### config.mk
export PLATFORM = sky130hd
export DESIGN_NAME = fp_recip_seq
export DESIGN_NICKNAME = d
export VERILOG_FILES = /design/src/rtl/fp_recip_seq.sv
export SDC_FILE = /design/constraint.sdc
export NUM_CORES = 1
export LEC_CHECK = 0
export CORE_MARGIN = 2
export CORE_UTILIZATION = 40
export DETAILED_ROUTE_END_ITERATION = 8
export REMOVE_ABC_BUFFERS = 1
export SLEW_MARGIN = 0
export SYNTH_ARGS = -nofsm -noshare
export SYNTH_HDL_FRONTEND = slang
export SYNTH_SLANG_ARGS = --single-unit
### constraint.sdc
create_clock -name clk -period 3.3 [get_ports clk]
set_input_delay 0.33 -clock clk [delete_from_list [all_inputs] [get_ports clk]]
set_output_delay 0.33 -clock clk [all_outputs]
set_load 0.02 [all_outputs]
### src/rtl/fp_recip_seq.sv
// Sequential fixed-point reciprocal: ans = 1.0 / in by restoring division,
// one quotient bit per clock, with start/done handshake and saturation.
module fp_recip_seq #(
  parameter int Q = 16,
  parameter int N = 48
) (
  input  logic         clk,
  input  logic         rst,
  input  logic         start,
  input  logic [N-1:0] in,
  output logic [N-1:0] ans,
  output logic         done,
  output logic         divz,
  output logic         ovf
);

  localparam int QW = 2 * Q + 1;
  localparam int CW = $clog2(QW + 1);
  localparam int MW = (QW > N) ? QW : N;
  localparam logic [N-1:0] MAXP = {1'b0, {(N-1){1'b1}}};

  typedef enum logic [1:0] {IDLE, ITER, FIX, DONE} state_t;

  state_t          state_q, state_d;
  logic            sign_q, sign_d;
  logic [N-1:0]    den_q, den_d;
  logic [N:0]      rem_q, rem_d;
  logic [QW-1:0]   quot_q, quot_d;
  logic [CW-1:0]   cnt_q, cnt_d;
  logic [N-1:0]    ans_q, ans_d;
  logic            done_q, done_d;
  logic            divz_q, divz_d;
  logic            ovf_q, ovf_d;

  logic [N+1:0]    t;
  logic [N+1:0]    diff;
  logic            ge;
  logic [MW-1:0]   mag;

  always_ff @(posedge clk) begin
    if (rst) begin
      state_q <= IDLE;
      sign_q  <= 1'b0;
      den_q   <= '0;
      rem_q   <= '0;
      quot_q  <= '0;
      cnt_q   <= '0;
      ans_q   <= '0;
      done_q  <= 1'b0;
      divz_q  <= 1'b0;
      ovf_q   <= 1'b0;
    end else begin
      state_q <= state_d;
      sign_q  <= sign_d;
      den_q   <= den_d;
      rem_q   <= rem_d;
      quot_q  <= quot_d;
      cnt_q   <= cnt_d;
      ans_q   <= ans_d;
      done_q  <= done_d;
      divz_q  <= divz_d;
      ovf_q   <= ovf_d;
    end
  end

  // The numerator 2^(2Q) has a single set bit, at position 2Q.
  assign t    = {rem_q, (cnt_q == CW'(2 * Q))};
  assign diff = t - {2'b00, den_q};
  assign ge   = (t >= {2'b00, den_q});
  assign mag  = MW'(quot_q);

  always_comb begin
    state_d = state_q;
    sign_d  = sign_q;
    den_d   = den_q;
    rem_d   = rem_q;
    quot_d  = quot_q;
    cnt_d   = cnt_q;
    ans_d   = ans_q;
    done_d  = done_q;
    divz_d  = divz_q;
    ovf_d   = ovf_q;

    unique case (state_q)
      IDLE: begin
        done_d = 1'b0;
        if (start) begin
          if (in == '0) begin
            ans_d   = MAXP;
            divz_d  = 1'b1;
            ovf_d   = 1'b0;
            done_d  = 1'b1;
            state_d = DONE;
          end else begin
            sign_d  = in[N-1];
            // The most negative operand wraps to 2^(N-1), which is correct unsigned.
            den_d   = in[N-1] ? (~in + N'(1)) : in;
            rem_d   = '0;
            quot_d  = '0;
            cnt_d   = CW'(2 * Q);
            state_d = ITER;
          end
        end
      end
      ITER: begin
        rem_d  = ge ? diff[N:0] : t[N:0];
        quot_d = {quot_q[QW-2:0], ge};
        cnt_d  = cnt_q - CW'(1);
        if (cnt_q == '0) begin
          state_d = FIX;
        end
      end
      FIX: begin
        if (mag > MW'(MAXP)) begin
          ans_d = sign_q ? (~MAXP + N'(1)) : MAXP;
          ovf_d = 1'b1;
        end else begin
          ans_d = sign_q ? (~mag[N-1:0] + N'(1)) : mag[N-1:0];
          ovf_d = 1'b0;
        end
        divz_d  = 1'b0;
        done_d  = 1'b1;
        state_d = DONE;
      end
      DONE: begin
        if (!start) begin
          done_d  = 1'b0;
          state_d = IDLE;
        end
      end
      default: state_d = IDLE;
    endcase
  end

  assign ans  = ans_q;
  assign done = done_q;
  assign divz = divz_q;
  assign ovf  = ovf_q;

endmodule
==> results of run 1 <==
-- how the worst max path moves through the flow --
stage	cells past startpoint	slack [ns]	start	endpoint
finish	15	-0.24	cnt_q[4]$_SDFFE_PP0P_	rem_q[34]$_SDFFE_PP0P_
floorplan	9	-0.87	in[17]	rem_q[32]$_SDFFE_PP0P_
global placement	14	-0.29	cnt_q[2]$_SDFFE_PP0P_	rem_q[18]$_SDFFE_PP0P_
CTS	14	-0.23	cnt_q[4]$_SDFFE_PP0P_	rem_q[36]$_SDFFE_PP0P_
global route	15	-0.38	cnt_q[4]$_SDFFE_PP0P_	rem_q[24]$_SDFFE_PP0P_
detailed placement	14	-0.37	cnt_q[2]$_SDFFE_PP0P_	rem_q[11]$_SDFFE_PP0P_
-- power by group through the flow --
stage	Sequential (W)	Combinational [W]	Clock [W]
4_1_cts	0.00278	0.00390	0.00214
3_5_place_dp	0.00282	0.00378	0
6_report	0.00278	0.00393	0.00210
3_3_place_gp	0.00281	0.00376	0
5_1_grt	0.00283	0.00431	0.00225
2_1_floorplan	0.00297	0.00217	0
-- area by class of cell --
type	instances	share of cell area (%)
Clock buffer	18	3.00
Clock inverter	14	1.06
Inverter	66	1.69
Multi-Input combinational cell	1123	50.5
Sequential cell	189	25.8
Tap cell	384	3.28
Timing Repair Buffer	224	14.7
-- layer usage --
metal / wire length, um / GRT usage [%] / up-vias / share of wire (%)
met4: 467 / 5.30 / 0 / 1.5
met2: 14300 / 33.3 / 249 / 45
met3: 1360 / 3.16 / 36 / 4.3
met5: 0 / 0 / - / 0
met1: 15600 / 29.1 / 5248 / 49
li1: - / - / 5609 / -
-- placed cells by master (no fill, tap or decap), types with 56 or more instances in the layout --
cell             instances
nand3_1                 56
dfxtp_1                187
inv_1                   66
buf_4                  102
o21ai_0                 56
clkdlybuf4s50_1         98
nand2_1                155
xnor2_1                 73
a21oi_1                101
nor2_1                 125
-- cell families (layout without fill, tap and decap cells) --
group | after synthesis | count (layout) | share of synthesized area (%)
DFF | 189 | 189 | 32.1
xor gates and xnor gates | 119 | 119 | 8.85
adders and majority gates | 58 | 58 | 6.22
muxes | 29 | 29 | 2.46
AOI/OAI and AO/OA | 444 | 444 | 25.0
and+or+nand+nor | 471 | 472 | 19.1
buffers and inverters | 167 | 322 | 6.19
other | 1 | 1 | 0.0318
-- flip-flops by register name, indices dropped and copies added (netlist names) --
register / flops
rem_q: 49
ans: 48
den_q: 48
quot_q: 33
cnt_q: 6
state_q: 2
divz: 1
done: 1
sign_q: 1
-- stage by stage --
stage | cell area (um2) | cells | hold slack, ns
2_1_floorplan | 11300 | 1377 | 0.396
3_3_place_gp | 13800 | 1974 | 0.442
3_5_place_dp | 13800 | 1974 | 0.446
4_1_cts | 14600 | 2017 | 0.318
5_1_grt | 14700 | 2018 | 0.333
6_report | 14700 | 2018 | 0.340
-- what timing repair did --
item,in CTS,in global routing
endpoints found under the setup margin,50,50
gates cloned,2,0
gates resized for setup,60,11
pin swaps,16,12
setup buffers,9,3
==> impl_metrics.csv, run 1 <==
group,metric,value,unit
clocking,insertion_delay,0.44,ns
setup_path,slowest_delay,0.55,ns
clocking,cts_max_level,4,
setup_path,endpoint_kind,"register",
setup_path,required,3.62,ns
setup_path,r2r_cells,15,
setup_path,r2r_slack,-0.24,ns
synthesis,avgSynthCellArea,7.97,um2
synthesis,synth-seq-area-share,32.1,%
floorplanning,num_rows,62,
setup_path,worstReg2RegEnd,"rem_q[34]$_SDFFE_PP0P_",
final_layout,drive_above_1_share,12.8,%
clocking,ctsLongestPathBuffers,2,
final_layout,n_fill_cell,2806,
final_layout,antenna_cells,0,
power,switching_power,0.00345,W
setup_path,crit_buf_inv,2,
final_layout,seq_area,3790,um2
outcome,status,"complete, but fails checks",
drt,drtPass1Iterations,5,
clocking,clock-sinks,189,
hold_path,min_path_type,"primary input to register",
timing,finalMaxSlewViolations,0,
placement,portBuffers,100,
setup_path,worstSetupStartpointType,"register",
power,leakagePower,5.74,nW
hold_path,worstHoldStart,"rst",
floorplanning,core,28900,um2
floorplanning,die-width,176,um
synthesis,synth_flop_cell,"dfxtp_1",
timing,finalCritPeriodShare,107,%
global_route,grt_overflow,0,
floorplanning,die_area,30800,um2
global_route,grt_pass1_vias,10500,
timing,worst_pin_slew,0.794,ns
timing,grt_setup_unrepaired,"yes",
clocking,cts_hold_repair.buffers,0,
floorplanning,num_io_pins,102,
synthesis,ys_warn_count,0,
synthesis,yosys_register_bits,189,
synthesis,ys_top_cells_by_count,"dfxtp_1, nand2_1, nor2_1, a21oi_1, o21ai_0",
setup_path,cp.arrival,3.87,ns
power,p_seq_share,31.6,%
clocking,cts_made_buffers,17,
setup_path,worstSetupPathType,"register to register",
drt,drc,0,
timing,hold_violations,0,
synthesis,synth_top_area_share,32.1,%
power,combPwrFrac,44.6,%
timing,setup_viol,50,
hold_path,whs_path_depth,2,
global_route,antenna_found_initial,0,
placement,dp_hpwl,23500,um
setup_path,timing.rr.start,"cnt_q[4]$_SDFFE_PP0P_",
synthesis,synthArstFlopShare,0,%
power,p_per_area,601,nW/um2
drt,via_count,11100,
timing,clock-skew-final,0.00975,ns
drt,wl_per_cell,15.7,um
floorplanning,start_util,40.8,%
power,power.internal,0.00535,W
global_route,grt_pass1_wl,52800,um
timing,finalWorstSetupSlack,-0.243,ns
setup_path,crit_path_top_delay_cell,"or4_4",
power,vdd_drop_max,0.000375,V
timing,max_slew_margin,46.9,%
synthesis,synth_edf_count,0,
clocking,clk_pin_slew,0.08,ns
setup_path,path_delay_family,"simple AND/OR/NAND/NOR gates",
final_layout,syn_to_final_growth,24.4,%
global_route,grt_max_degree,68,
setup_path,critical_path.max_fanout,6,
drt,postRouteWirelength,31800,um
timing,finalSetupTns,-8.90,ns
synthesis,syn_inst,1478,
synthesis,syn_area,11800,um2
synthesis,yosysTopAreaCell,"dfxtp_1",
power,p_sw_share,39.2,%
drt,drtIter0Drc,814,
drt,vias_per_cell,5.52,
final_layout,fin_util,50.8,%
run,max_cap_violations,0,
timing,fmax,282,MHz
timing,period_needed,3.54,ns
floorplanning,die_h,176,um
outcome,violations,"setup timing",
final_layout,final_nets,1730,
drt,antenna_left,0,
placement,place_congestion,0.933,
setup_path,cp_cell_sequence,"nor3_4 > nand3_4 > ha_4 > fa_2 > and2b_1 > o2111ai_2 > a211o_1 > a21o_1 > and4_4 > or4_4 > nand2_8 > buf_12 > buf_8 > mux2i_1 > o21ai_1",
final_layout,multi_input_area,7400,um2
global_route,track_usage,20.8,%
clocking,cts_root_buffer,"clkbuf_16",
synthesis,ys_types,83,
placement,pre_cts_ws,-0.371,ns
power,total_power,0.00881,W
synthesis,synth_area_leaders,"dfxtp_1, ha_1, xnor2_1, nand2_1, a21oi_1",
synthesis,yosysMostFrequentCell,"dfxtp_1",
hold_path,hold_end,"den_q[0]$_SDFFE_PP0P_",
clocking,cts_tree,"done",
power,power.share.clock,23.8,%
(Power assumes the default switching activity.)
==> run 2: changes to the inputs <==
CORE_ASPECT_RATIO = 2   (was default)
CORE_MARGIN = default   (was 2)
CTS_BUF_LIST = sky130_fd_sc_hd__clkbuf_8   (was default)
==> impl_metrics.csv, run 2 (synthesized netlist as in run 1, its figures left out) <==
group,metric,value,unit
final_layout,multi_input_area,7460,um2
timing,hold_violations,0,
timing,setup_viol,50,
drt,postRouteWirelength,36000,um
setup_path,slowest_delay,0.53,ns
drt,wl_per_cell,17.8,um
setup_path,worstSetupStartpointType,"register",
timing,finalWorstSetupSlack,-0.282,ns
timing,finalMaxSlewViolations,0,
timing,max_slew_margin,51.1,%
final_layout,syn_to_final_growth,25.8,%
clocking,insertion_delay,0.51,ns
hold_path,min_path_type,"primary input to register",
placement,place_inst,1975,
timing,clock-skew-final,0.0156,ns
timing,finalCritPeriodShare,109,%
placement,place_congestion,0.958,
drt,drtPass1Iterations,5,
final_layout,final_common_cell,"dfxtp_1",
floorplanning,die-width,123,um
final_layout,top_register,"rem_q",
drt,drc,0,
setup_path,critical_path.max_fanout,7,
drt,via_count,11400,
final_layout,drive_above_1_share,14.9,%
final_layout,n_fill_cell,2836,
setup_path,timing.rr.start,"cnt_q[2]$_SDFFE_PP0P_",
placement,dpl_cell_area,14000,um2
clocking,clock-sinks,189,
setup_path,critical_path.startpoint,"cnt_q[2]$_SDFFE_PP0P_",
global_route,grt_max_degree,126,
run,max_cap_violations,0,
global_route,antenna_found_initial,2,
final_layout,seq_area,3790,um2
clocking,clk_pin_slew,0.10,ns
clocking,cts_hold_repair.buffers,0,
power,total_power,0.00867,W
setup_path,crit_path_top_delay_cell,"or4_4",
floorplanning,core,28800,um2
timing,fmax,279,MHz
final_layout,fin_util,51.4,%
setup_path,cp_cell_sequence,"nor3_4 > nand3_4 > ha_4 > fa_2 > and2b_1 > o2111ai_2 > a211o_1 > a21o_1 > and4_4 > or4_4 > nand2_8 > buf_12 > mux2i_1 > o21ai_1",
outcome,status,"complete, but fails checks",
placement,portBuffers,100,
global_route,grt_pass1_vias,11300,
floorplanning,num_io_pins,102,
outcome,violations,"setup timing",
power,vdd_drop_max,0.000274,V
setup_path,worstSetupPathType,"register to register",
power,leakagePower,5.84,nW
final_layout,largest_reg_flops,49,
clocking,cts_made_buffers,17,
timing,worst_pin_slew,0.731,ns
power,p_per_area,585,nW/um2
floorplanning,die_h,245,um
setup_path,cp.arrival,3.98,ns
setup_path,endpoint_kind,"register",
floorplanning,start_util,40.8,%
clocking,cts_tree,"done",
final_layout,final_cell_mix,"dfxtp_1, nand2_1, nor2_1",
global_route,grt_pass1_wl,57100,um
clocking,cts_max_level,4,
setup_path,required,3.70,ns
global_route,track_usage,24.7,%
drt,drtIter0Drc,549,
timing,grt_setup_unrepaired,"yes",
floorplanning,num_rows,88,
drt,vias_per_cell,5.64,
drt,antenna_left,0,
clocking,ctsLongestPathBuffers,2,
timing,period_needed,3.58,ns
clocking,cts_root_buffer,"clkbuf_8",
final_layout,design_area,14800,um2
final_layout,fin_cells,2024,
global_route,grt_overflow,0,
placement,dp_hpwl,27600,um
hold_path,worstHoldStart,"rst",
final_layout,final_nets,1758,
floorplanning,die_area,30200,um2
==> run 2: repair_timing <==
action / CTS / global route
setup endpoints to repair: 50 / 50
pin swaps: 14 / 24
setup buffers: 6 / 5
gates resized for setup: 57 / 23
cloned: 3 / 1
==> run 2: cell type report <==
cell class	count	share of cell area, %
clock buffers	18	1.67
clock inverters	14	1.46
diodes	2	0.0338
inverters	66	1.67
well taps	360	3.04
multi-input cells	1124	50.4
repair buffers	251	16.2
flip-flops and latches	189	25.6
==> run 2: through the flow <==
| stage | setup TNS (ns) | setup WS, ns | hold slack, ns |
|---|---|---|---|
| 3_3_place_gp | -17.25 | -0.382 | 0.442 |
| 5_1_grt | -18.10 | -0.416 | 0.153 |
| 3_5_place_dp | -21.62 | -0.485 | 0.454 |
| 2_1_floorplan | -48.96 | -0.871 | 0.396 |
| 4_1_cts | -8.50 | -0.218 | 0.131 |
| 6_report | -11.24 | -0.282 | 0.169 |
==> run 2: worst paths after layout <==
path                       endpoint  slack, ns  cells past startpoint
max reg2reg   rem_q[5]$_SDFFE_PP0P_      -0.28                     14
max           rem_q[5]$_SDFFE_PP0P_      -0.28                     14
min          den_q[46]$_SDFFE_PP0P_       0.17                      2
min reg2reg    ans[36]$_SDFFE_PP0P_       0.46                      2
==> run 2: layer usage <==
metal / track usage, % / vias up / wire (um)
li1: - / 5657 / -
met2: 47.1 / 259 / 19900
met1: 21.8 / 5368 / 12200
met4: 19.7 / 0 / 2950
met3: 4.07 / 139 / 976
met5: 0 / - / 0
==> run 2: critical path: cells and delay by family (launching register included) <==
family / cells / cell delay, ns
AO/OA/AOI/OAI: 4 / 0.79
adder cells (fa/ha/maj): 2 / 0.51
buffers and inverters: 1 / 0.16
flip-flops: 1 / 0.35
multiplexers: 1 / 0.19
AND/OR/NAND/NOR: 6 / 1.47
==> run 2: power by group <==
part           total [W]  internal (W)  switching (W)  leakage (nW)
Sequential       0.00278       0.00261       0.000171          1.54
Clock            0.00181      0.000920       0.000888         0.215
Combinational    0.00408       0.00170        0.00237          4.09
